**config.mk**
```make
export PLATFORM = sky130hd
export DESIGN_NAME = led_blinker_bank
export DESIGN_NICKNAME = d
export VERILOG_FILES = /design/src/rtl/led_blinker_bank_pkg.sv /design/src/rtl/led_blinker_bank_tick_prescaler.sv /design/src/rtl/led_blinker_bank.sv
export SDC_FILE = /design/constraint.sdc
export NUM_CORES = 1
export LEC_CHECK = 0
export CAP_MARGIN = 0
export CORE_MARGIN = 10
export CORE_UTILIZATION = 45
export DETAILED_ROUTE_END_ITERATION = 8
export GPL_TIMING_DRIVEN = 0
export HOLD_SLACK_MARGIN = 0.08
export MAX_ROUTING_LAYER = met4
export PLACE_DENSITY = 0.66
export SLEW_MARGIN = 20
export SYNTH_ARGS = -nofsm -noshare
export SYNTH_HDL_FRONTEND = slang
export SYNTH_HIERARCHICAL = 1
export SYNTH_SLANG_ARGS = --single-unit
```
**constraint.sdc**
```tcl
create_clock -name CLK -period 8.8 [get_ports CLK]
set_input_delay 1.76 -clock CLK [delete_from_list [all_inputs] [get_ports CLK]]
set_output_delay 1.76 -clock CLK [all_outputs]
set_load 0.05 [all_outputs]
```
**src/rtl/led_blinker_bank_pkg.sv**
```systemverilog
// Shared constants for the LED blinker bank.
// Holds the channel mode encodings and the mode field width, so that the
// top level, any sub-blocks and any software-facing register map all use
// the same values.
package led_blinker_bank_pkg;

  localparam int MODE_W = 2;

  typedef logic [MODE_W-1:0] mode_t;

  localparam mode_t MODE_OFF   = 2'd0;
  localparam mode_t MODE_ON    = 2'd1;
  localparam mode_t MODE_BLINK = 2'd2;
  localparam mode_t MODE_PWM   = 2'd3;

endpackage

```
**src/rtl/led_blinker_bank_tick_prescaler.sv**
```systemverilog
// tick_prescaler: free-running clock divider producing a one-cycle TICK.
// Ports:
//   CLK   - clock, rising edge
//   RESET - synchronous active-high reset (counter cleared, TICK held low)
//   DIV   - period in CLK cycles; 0 behaves as 1
//   TICK  - high in the terminal cycle of each period
module tick_prescaler #(
  parameter int WIDTH = 26
) (
  input  logic             CLK,
  input  logic             RESET,
  input  logic [WIDTH-1:0] DIV,
  output logic             TICK
);

  logic [WIDTH-1:0] cnt;
  logic [WIDTH-1:0] last;
  logic             term;

  // Terminal count is max(DIV,1)-1. Using >= rather than == means a DIV
  // lowered below the current count ends the period immediately instead of
  // letting the counter run all the way round.
  always_comb begin
    last = (DIV == '0) ? '0 : DIV - WIDTH'(1);
    term = (cnt >= last);
  end

  always_ff @(posedge CLK) begin
    if (RESET) begin
      cnt <= '0;
    end else if (term) begin
      cnt <= '0;
    end else begin
      cnt <= cnt + WIDTH'(1);
    end
  end

  assign TICK = term && !RESET;

endmodule

```
**src/rtl/led_blinker_bank.sv**
```systemverilog
// led_blinker_bank: bank of LED channels driven from a shared prescaled
// phase counter. Each channel is off, on, blinking (phase MSB) or PWM
// (phase < duty). Configuration is written into shadow registers and
// copied to the active set at the phase wrap so a period is never torn.
// Ports:
//   CLK, RESET          - clock and synchronous active-high reset
//   DIV                 - prescaler period in CLK cycles (0 behaves as 1)
//   CFG_VALID/CFG_READY - write handshake
//   CFG_CHAN            - target channel (out-of-range writes are dropped)
//   CFG_MODE, CFG_DUTY  - mode and PWM duty for the target channel
//   LED                 - registered per-channel drive
//   TICK                - prescaler wrap pulse
//   COUT                - phase counter wrap pulse
module led_blinker_bank
  import led_blinker_bank_pkg::*;
#(
  parameter  int WIDTH    = 26,
  parameter  int CHANNELS = 5,
  parameter  int PHASE_W  = 8,
  localparam int CHAN_W   = (CHANNELS > 1) ? $clog2(CHANNELS) : 1
) (
  input  logic                CLK,
  input  logic                RESET,
  input  logic [WIDTH-1:0]    DIV,
  input  logic                CFG_VALID,
  output logic                CFG_READY,
  input  logic [CHAN_W-1:0]   CFG_CHAN,
  input  logic [MODE_W-1:0]   CFG_MODE,
  input  logic [PHASE_W-1:0]  CFG_DUTY,
  output logic [CHANNELS-1:0] LED,
  output logic                TICK,
  output logic                COUT
);

  logic                tick;
  logic                cout;
  logic                wr_en;
  logic                rdy_q;
  logic [PHASE_W-1:0]  phase_p0;
  logic [CHANNELS-1:0] led_p1;

  mode_t              mode_sh  [CHANNELS];
  logic [PHASE_W-1:0] duty_sh  [CHANNELS];
  mode_t              mode_act [CHANNELS];
  logic [PHASE_W-1:0] duty_act [CHANNELS];

  function automatic logic led_drive(input mode_t m,
                                     input logic [PHASE_W-1:0] ph,
                                     input logic [PHASE_W-1:0] duty);
    case (m)
      MODE_OFF:   led_drive = 1'b0;
      MODE_ON:    led_drive = 1'b1;
      MODE_BLINK: led_drive = ph[PHASE_W-1];
      default:    led_drive = (ph < duty);
    endcase
  endfunction

  tick_prescaler #(
    .WIDTH(WIDTH)
  ) u_prescaler (
    .CLK  (CLK),
    .RESET(RESET),
    .DIV  (DIV),
    .TICK (tick)
  );

  assign cout  = tick && (phase_p0 == '1);
  // rdy_q is cleared by reset and sets one edge after release, which keeps
  // the port low for the first post-reset cycle; RESET gates it directly.
  assign CFG_READY = rdy_q && !RESET;
  assign wr_en     = CFG_VALID && CFG_READY;
  assign TICK      = tick;
  assign COUT      = cout;
  // The LED register only clears on the first reset edge; masking with
  // RESET keeps the pins dark for the whole reset interval.
  assign LED       = led_p1 & {CHANNELS{!RESET}};

  always_ff @(posedge CLK) begin
    if (RESET) begin
      rdy_q    <= 1'b0;
      phase_p0 <= '0;
      led_p1   <= '0;
      for (int i = 0; i < CHANNELS; i++) begin
        mode_sh[i]  <= MODE_OFF;
        duty_sh[i]  <= '0;
        mode_act[i] <= MODE_OFF;
        duty_act[i] <= '0;
      end
    end else begin
      rdy_q <= 1'b1;
      // stage p0: shared phase counter
      if (tick) begin
        phase_p0 <= phase_p0 + PHASE_W'(1);
      end
      for (int i = 0; i < CHANNELS; i++) begin
        // Indices past CHANNELS-1 match no channel, so such writes vanish.
        if (wr_en && (CFG_CHAN == CHAN_W'(i))) begin
          mode_sh[i] <= CFG_MODE;
          duty_sh[i] <= CFG_DUTY;
        end
        // A write landing in the wrap cycle bypasses the shadow so it is not
        // delayed by a whole period.
        if (cout) begin
          if (wr_en && (CFG_CHAN == CHAN_W'(i))) begin
            mode_act[i] <= CFG_MODE;
            duty_act[i] <= CFG_DUTY;
          end else begin
            mode_act[i] <= mode_sh[i];
            duty_act[i] <= duty_sh[i];
          end
        end
        // stage p1: registered LED drive
        led_p1[i] <= led_drive(mode_act[i], phase_p0, duty_act[i]);
      end
    end
  end

endmodule

```
==> results of run 1 <==
==> registers in the layout (all words and copies together), names as in the netlist <==
register	flops
mode_act	10
phase_p0	8
u_prescaler/cnt	26
duty_act	40
mode_sh	10
rdy_q	1
led_p1	5
duty_sh	40
==> worst max-delay path, stage by stage <==
cell             delay (ps)
clkdlybuf4s50_1         440
inv_1                    80
ha_1                    170
or3b_2                  530
nor2_4                  210
nand4_2                 190
or3_1                   340
buf_2                   180
o21ai_1                 100
ha_1                    160
nand4_1                 180
nor4_1                  460
nand4_1                 220
a31oi_4                 340
o41a_1                  290
buf_4                   140
clkdlybuf4s50_1         790
==> cell type report <==
type                    instances  area [µm²]
plain buffers                  25         139
clock buffers                  22         474
clock inverters                10         140
fillers                      1486        7920
inverters                      44         165
multi-input cells             527        3730
flip-flops and latches        140        3800
well taps                     225         282
repair buffers                 51         524
==> synthesized netlist by cell type (2+ instances only) <==
cell type	instances
edfxtp_1	100
nor2_1	68
ha_1	64
nand2_1	62
inv_1	44
mux2i_1	42
dfxtp_1	40
nor3_1	34
nand3_1	32
xnor2_1	28
a21oi_1	24
xor2_1	18
clkbuf_1	13
nor4_1	12
and2_1	11
nand2b_1	11
nand4_1	11
and3_1	9
o21ai_0	9
a21o_1	8
nand3b_1	7
nor2b_1	7
o21a_1	7
or2_2	6
a2111oi_0	5
buf_6	5
o31ai_1	5
a221oi_1	4
buf_1	3
buf_2	3
nand4b_1	3
or3_1	3
or4_1	3
a211oi_1	2
and4_1	2
and4b_1	2
nor3b_1	2
nor4b_1	2
or4_4	2
==> worst paths after layout <==
path / startpoint / to / slack (ps)
worst min-delay path: u_prescaler/cnt[25] / u_prescaler/cnt[25] / 560
worst max register to register: u_prescaler/cnt[23] / duty_act[4][7] / 5320
worst max-delay path: DIV[0] / TICK / 460
worst min register to register: u_prescaler/cnt[25] / u_prescaler/cnt[25] / 560
==> metal layers <==
layer	track usage (%)	part of all wire [%]	wire length (µm)
met1	18.2	42	7460
met2	28.3	50	8820
met4	7.15	2.8	494
met3	3.00	4.7	828
met5	-	0	0
==> metrics by stage <==
stage	std cells	utilization (%)	power [mW]
final	1044	53.9	1.58
after global routing	1044	53.9	1.63
after CTS	1042	53.8	1.59
after detailed placement	1010	50.1	0.863
after global placement	1009	49.9	0.856
after floorplan	736	-	0.810
==> cell families (layout without fill, tap and decap cells) <==
group	after synthesis	after routing	synth area share [%]
AND/OR/NAND/NOR	301	301	20.3
flip-flops	140	140	48.7
AO/OA/AOI/OAI	74	74	6.28
buffers and inverters	69	152	3.89
adder cells (fa/ha/maj)	64	64	10.3
XOR/XNOR	46	46	5.16
multiplexers	42	42	5.38
==> power by group through the flow <==
stage / registers [mW] / logic, mW / clock network [mW]
global placement: 0.751 / 0.105 / 0
CTS: 0.738 / 0.112 / 0.740
detailed placement: 0.752 / 0.111 / 0
finish: 0.738 / 0.111 / 0.731
global route: 0.740 / 0.123 / 0.771
floorplan: 0.749 / 0.0605 / 0
==> repair_timing <==
action | in CTS | in global routing
endpoints found under the setup margin | 2 | 2
buffers inserted | 0 | 2
resized for setup | 4 | 1
pin swaps | 1 | 1
hold buffers | 0 | 0
hold endpoints to repair | 0 | 0
==> impl_metrics.tcl, run 1 <==
set metrics [dict create \
    cts_max_path_buffers 2 \
    cts_root_buf "clkbuf_16" \
    drt_iter0_markers 304 \
    antenna_found_initial 0 \
    p_comb_share_pct 7.0 \
    syn_area_mm2 0.00781 \
    fin_crit_sh_pct 94.8 \
    drv_slew 0 \
    ys_warn_count 6 \
    maxCapViolations 0 \
    vias 5663 \
    routed_wl_um 17600 \
    min_period_ps 8340 \
    drive_gt1_share_pct 7.81 \
    relSlewSlack_pct 25.9 \
    drt-wirelength-per-cell_um 16.9 \
    dr.pass1.iters 5 \
    synth_edf_count 100 \
    grt-ovfl-total 0 \
    groute.usage.overall_pct 16.4 \
    power.internal_mw 1.24 \
    io_pins 50 \
    cp.required_ps 7040 \
    crit_path_end_kind "output pin" \
    num_rows 48 \
    ys_seq_elements 140 \
    hold_ws_ps 560 \
    critical_path_class "in2out" \
    numClockSinks 140 \
    rsz0062_at_grt "no" \
    yosys_most_used_dff "edfxtp_1" \
    antenna_cells 0 \
    synth_top_area_share_pct 38.4 \
    dieWidth_um 152 \
    setup-violations-final 0 \
    nets 912 \
    synth_nets 842 \
    clk_latency_ps 420 \
    area_growth_pct 18.5 \
    fmax_ghz 0.120 \
    coreArea_mm2 0.0172 \
    fin_area_mm2 0.00926 \
    grt_pass1_wl_um 28900 \
    cts_made_buffers 17 \
    h-tree-depth 4 \
    synth-seq-area-share_pct 48.7 \
    portBuffers 48 \
    critPathMaxFanout 9 \
    grt_pass1_vias 5847 \
    yosys-top-cells-area "edfxtp_1 (38%), dfxtp_1 (10%), ha_1 (10%)" \
    worstPathArrival_ps 6580 \
    hold_viol 0 \
    path_clk_slew_ps 60 \
    syn_inst 736 \
    ys_async_sr_fraction_pct 0 \
    worst_slack_ps 461 \
    drc 0 \
    p_leak_nw 3.57 \
    ir_drop_uv 132 \
    clkPwrFrac_pct 46.3 \
    power.density_mw_per_mm2 171 \
    ys_types 62 \
    swShare_pct 21.2 \
    cts_tree "yes" \
    gp_congestion 0.929 \
    die_area_mm2 0.0230 \
    clock-skew-final_ps 14.0 \
    whs_path_depth 2 \
    postPlaceCellArea_mm2 0.00861 \
    p_sw_uw 335 \
    reg2reg_depth 8 \
    tns_ps 0 \
    dp_worst_setup_slack_ps -589 \
    hp-class "reg2reg" \
    grt_max_degree 28 \
    status "complete, no violations" \
    hpwl_um 13500 \
    initial_core_util_pct 45.5 \
    final_common_cell "edfxtp_1" \
    synth_top_cell_by_area "edfxtp_1" \
    drt.antenna.violating_nets 0 \
    die_h_um 152 \
    seqPwrFrac_pct 46.7 \
    tightest_slew_ps 1080 \
    final_cell_mix "edfxtp_1 (100), nor2_1 (68), ha_1 (64)" \
    worst_setup_path_start_kind "input pin" \
    syn_avg_cell_area_um2 10.6 \
    vias_per_cell 5.42 \
]
Power figures use the tool's default switching activity.
==> run 2: changes to the inputs <==
--- a/config.mk
+++ b/config.mk
@@ -6,6 +6,7 @@
 export NUM_CORES = 1
 export LEC_CHECK = 0
 export CAP_MARGIN = 0
+export CORE_ASPECT_RATIO = 1.75
 export CORE_MARGIN = 10
 export CORE_UTILIZATION = 45
 export DETAILED_ROUTE_END_ITERATION = 8
==> run 2 against run 1 <==
- critical path depth grew 1
- maximum frequency fell by 0.92%
- worst hold slack improved by 2.0 ps
- critical endpoint is now COUT
- global-route usage fell by 0.36 points
- via count fell by 1.6%
- largest power group is now the clock network
- register-to-register slack got worse by 40 ps
==> impl_metrics.tcl, run 2 (synthesized netlist as in run 1, its figures left out) <==
set metrics [dict create \
    status "complete, no violations" \
    fin_crit_sh_pct 95.6 \
    num_rows 63 \
    r2r_end "mode_act[4][1]" \
    dr.pass1.iters 6 \
    worst_slack_ps 384 \
    grt_max_degree 24 \
    hold_viol 0 \
    startpoint "DIV[0]" \
    clk_latency_ps 420 \
    initial_core_util_pct 45.9 \
    total_power_mw 1.60 \
    io_pins 50 \
    reg_top3 "duty_act: 40 flops, duty_sh: 40 flops, u_prescaler/cnt: 26 flops" \
    area_growth_pct 18.7 \
    cp.required_ps 7040 \
    portBuffers 48 \
    die_h_um 194 \
    cts_tree "yes" \
    die_area_mm2 0.0232 \
    nets 911 \
    drt_iter0_markers 179 \
    h-tree-depth 4 \
    dp_worst_setup_slack_ps -657 \
    hpwl_um 14300 \
    tns_ps 0 \
    crit_path_end_kind "output pin" \
    crit_path_end "COUT" \
    fmax_ghz 0.119 \
    antenna_found_initial 0 \
    gp_congestion 0.909 \
    fillCellCount 1511 \
    rsz0062_at_grt "no" \
    hold_ws_ps 562 \
    drive_gt1_share_pct 7.95 \
    antenna_cells 0 \
    tightest_slew_ps 1040 \
    drc 0 \
    setup-violations-final 0 \
    rrSetupSlack_ps 5280 \
    final_cell_mix "edfxtp_1 (100), nor2_1 (68), ha_1 (64)" \
    clock-skew-final_ps 7.41 \
    grt_pass1_wl_um 29100 \
    cts_root_buf "clkbuf_16" \
    drt-wirelength-per-cell_um 17.2 \
    relSlewSlack_pct 30.3 \
    cts_made_buffers 17 \
    min_period_ps 8420 \
    routed_wl_um 18000 \
    critPathMaxFanout 9 \
    path_clk_slew_ps 60 \
    grt_pass1_vias 5868 \
    utilization_pct 54.5 \
    rr_startpoint "u_prescaler/cnt[23]" \
    numClockSinks 140 \
    ir_drop_uv 152 \
    coreArea_mm2 0.0170 \
    cts_max_path_buffers 2 \
    worst_setup_path_start_kind "input pin" \
    hp-class "reg2reg" \
    groute.usage.overall_pct 16.0 \
    drt.antenna.violating_nets 0 \
    final_common_cell "edfxtp_1" \
    drv_slew 0 \
    worstPathArrival_ps 6660 \
    power.density_mw_per_mm2 172 \
    p_leak_nw 3.58 \
    vias_per_cell 5.33 \
    reg2reg_depth 8 \
    maxCapViolations 0 \
    vias 5573 \
    grt-ovfl-total 0 \
    dieWidth_um 120 \
    critical_path_class "in2out" \
]
[run 2: cell count changes in the layout (fill, tap and decap cells not counted), sizes merged]
| cell | before | now |
|---|---|---|
| buf | 15 | 14 |
| clkbuf | 35 | 30 |
| clkinvlp | 3 | 1 |
| inv | 44 | 51 |
[run 2: power breakdown]
part	internal [mW]	total [mW]	switching [mW]	leakage (nW)
clock	0.457	0.750	0.293	0.305
sequential	0.729	0.737	0.00879	1.33
combinational	0.0479	0.110	0.0623	1.94
[run 2: how the worst min path moves through the flow]
| stage | depth (start not counted) | to | slack (ps) | from |
|---|---|---|---|---|
| after CTS | 2 | u_prescaler/cnt[20] | 570 | u_prescaler/cnt[20] |
| after floorplan | 1 | u_prescaler/cnt[0] | 490 | u_prescaler/cnt[0] |
| after global placement | 2 | u_prescaler/cnt[25] | 540 | u_prescaler/cnt[25] |
| final | 1 | u_prescaler/cnt[0] | 560 | u_prescaler/cnt[0] |
| after global routing | 1 | u_prescaler/cnt[0] | 590 | u_prescaler/cnt[0] |
| after detailed placement | 2 | mode_act[2][0] | 550 | mode_sh[0][4] |
[run 2: critical path: stages]
cell and delay (ps):
clkdlybuf4s50_1 450, inv_1 90, ha_1 170, or3b_2 540, nor2_4 230, nand4_2 190
or3_1 350, buf_2 180, and2_2 200, ha_1 260, nand2b_1 100, a21oi_1 70
or4_1 460, a31oi_4 350, o41a_1 330, nand4_1 240, nor2_1 260, clkdlybuf4s15_2 410
[run 2: per-stage QoR]
step,instances,cell area [µm²]
final,1045,9270
after global placement,1011,8580
after CTS,1044,9260
after global routing,1045,9270
after detailed placement,1012,8610
after floorplan,736,7810
[run 2: final cells by class]
class | instances | area (µm²) | area share (%)
repair buffers | 50 | 517 | 5.57
flip-flops and latches | 140 | 3800 | 41.0
multi-input cells | 527 | 3740 | 40.3
clock inverters | 15 | 204 | 2.20
inverters | 44 | 165 | 1.78
clock buffers | 17 | 425 | 4.59
plain buffers | 25 | 139 | 1.50
well taps | 227 | 284 | 3.06
[run 2: repair_timing]
| action | in CTS | in global routing |
|---|---|---|
| cloned | 0 | 0 |
| buffers inserted | 0 | 1 |
| endpoints found under the setup margin | 2 | 2 |
| hold buffers | 0 | 0 |
| pin swaps | 0 | 1 |
| resized for setup | 5 | 1 |
[run 2: layer usage]
layer / up-vias / track usage (%) / share of wire (%)
li1: 2809 / - / -
met1: 2586 / 14.3 / 36
met2: 126 / 30.5 / 56
met3: 52 / 3.19 / 2.7
met4: 0 / 8.45 / 4.5
met5: - / - / 0
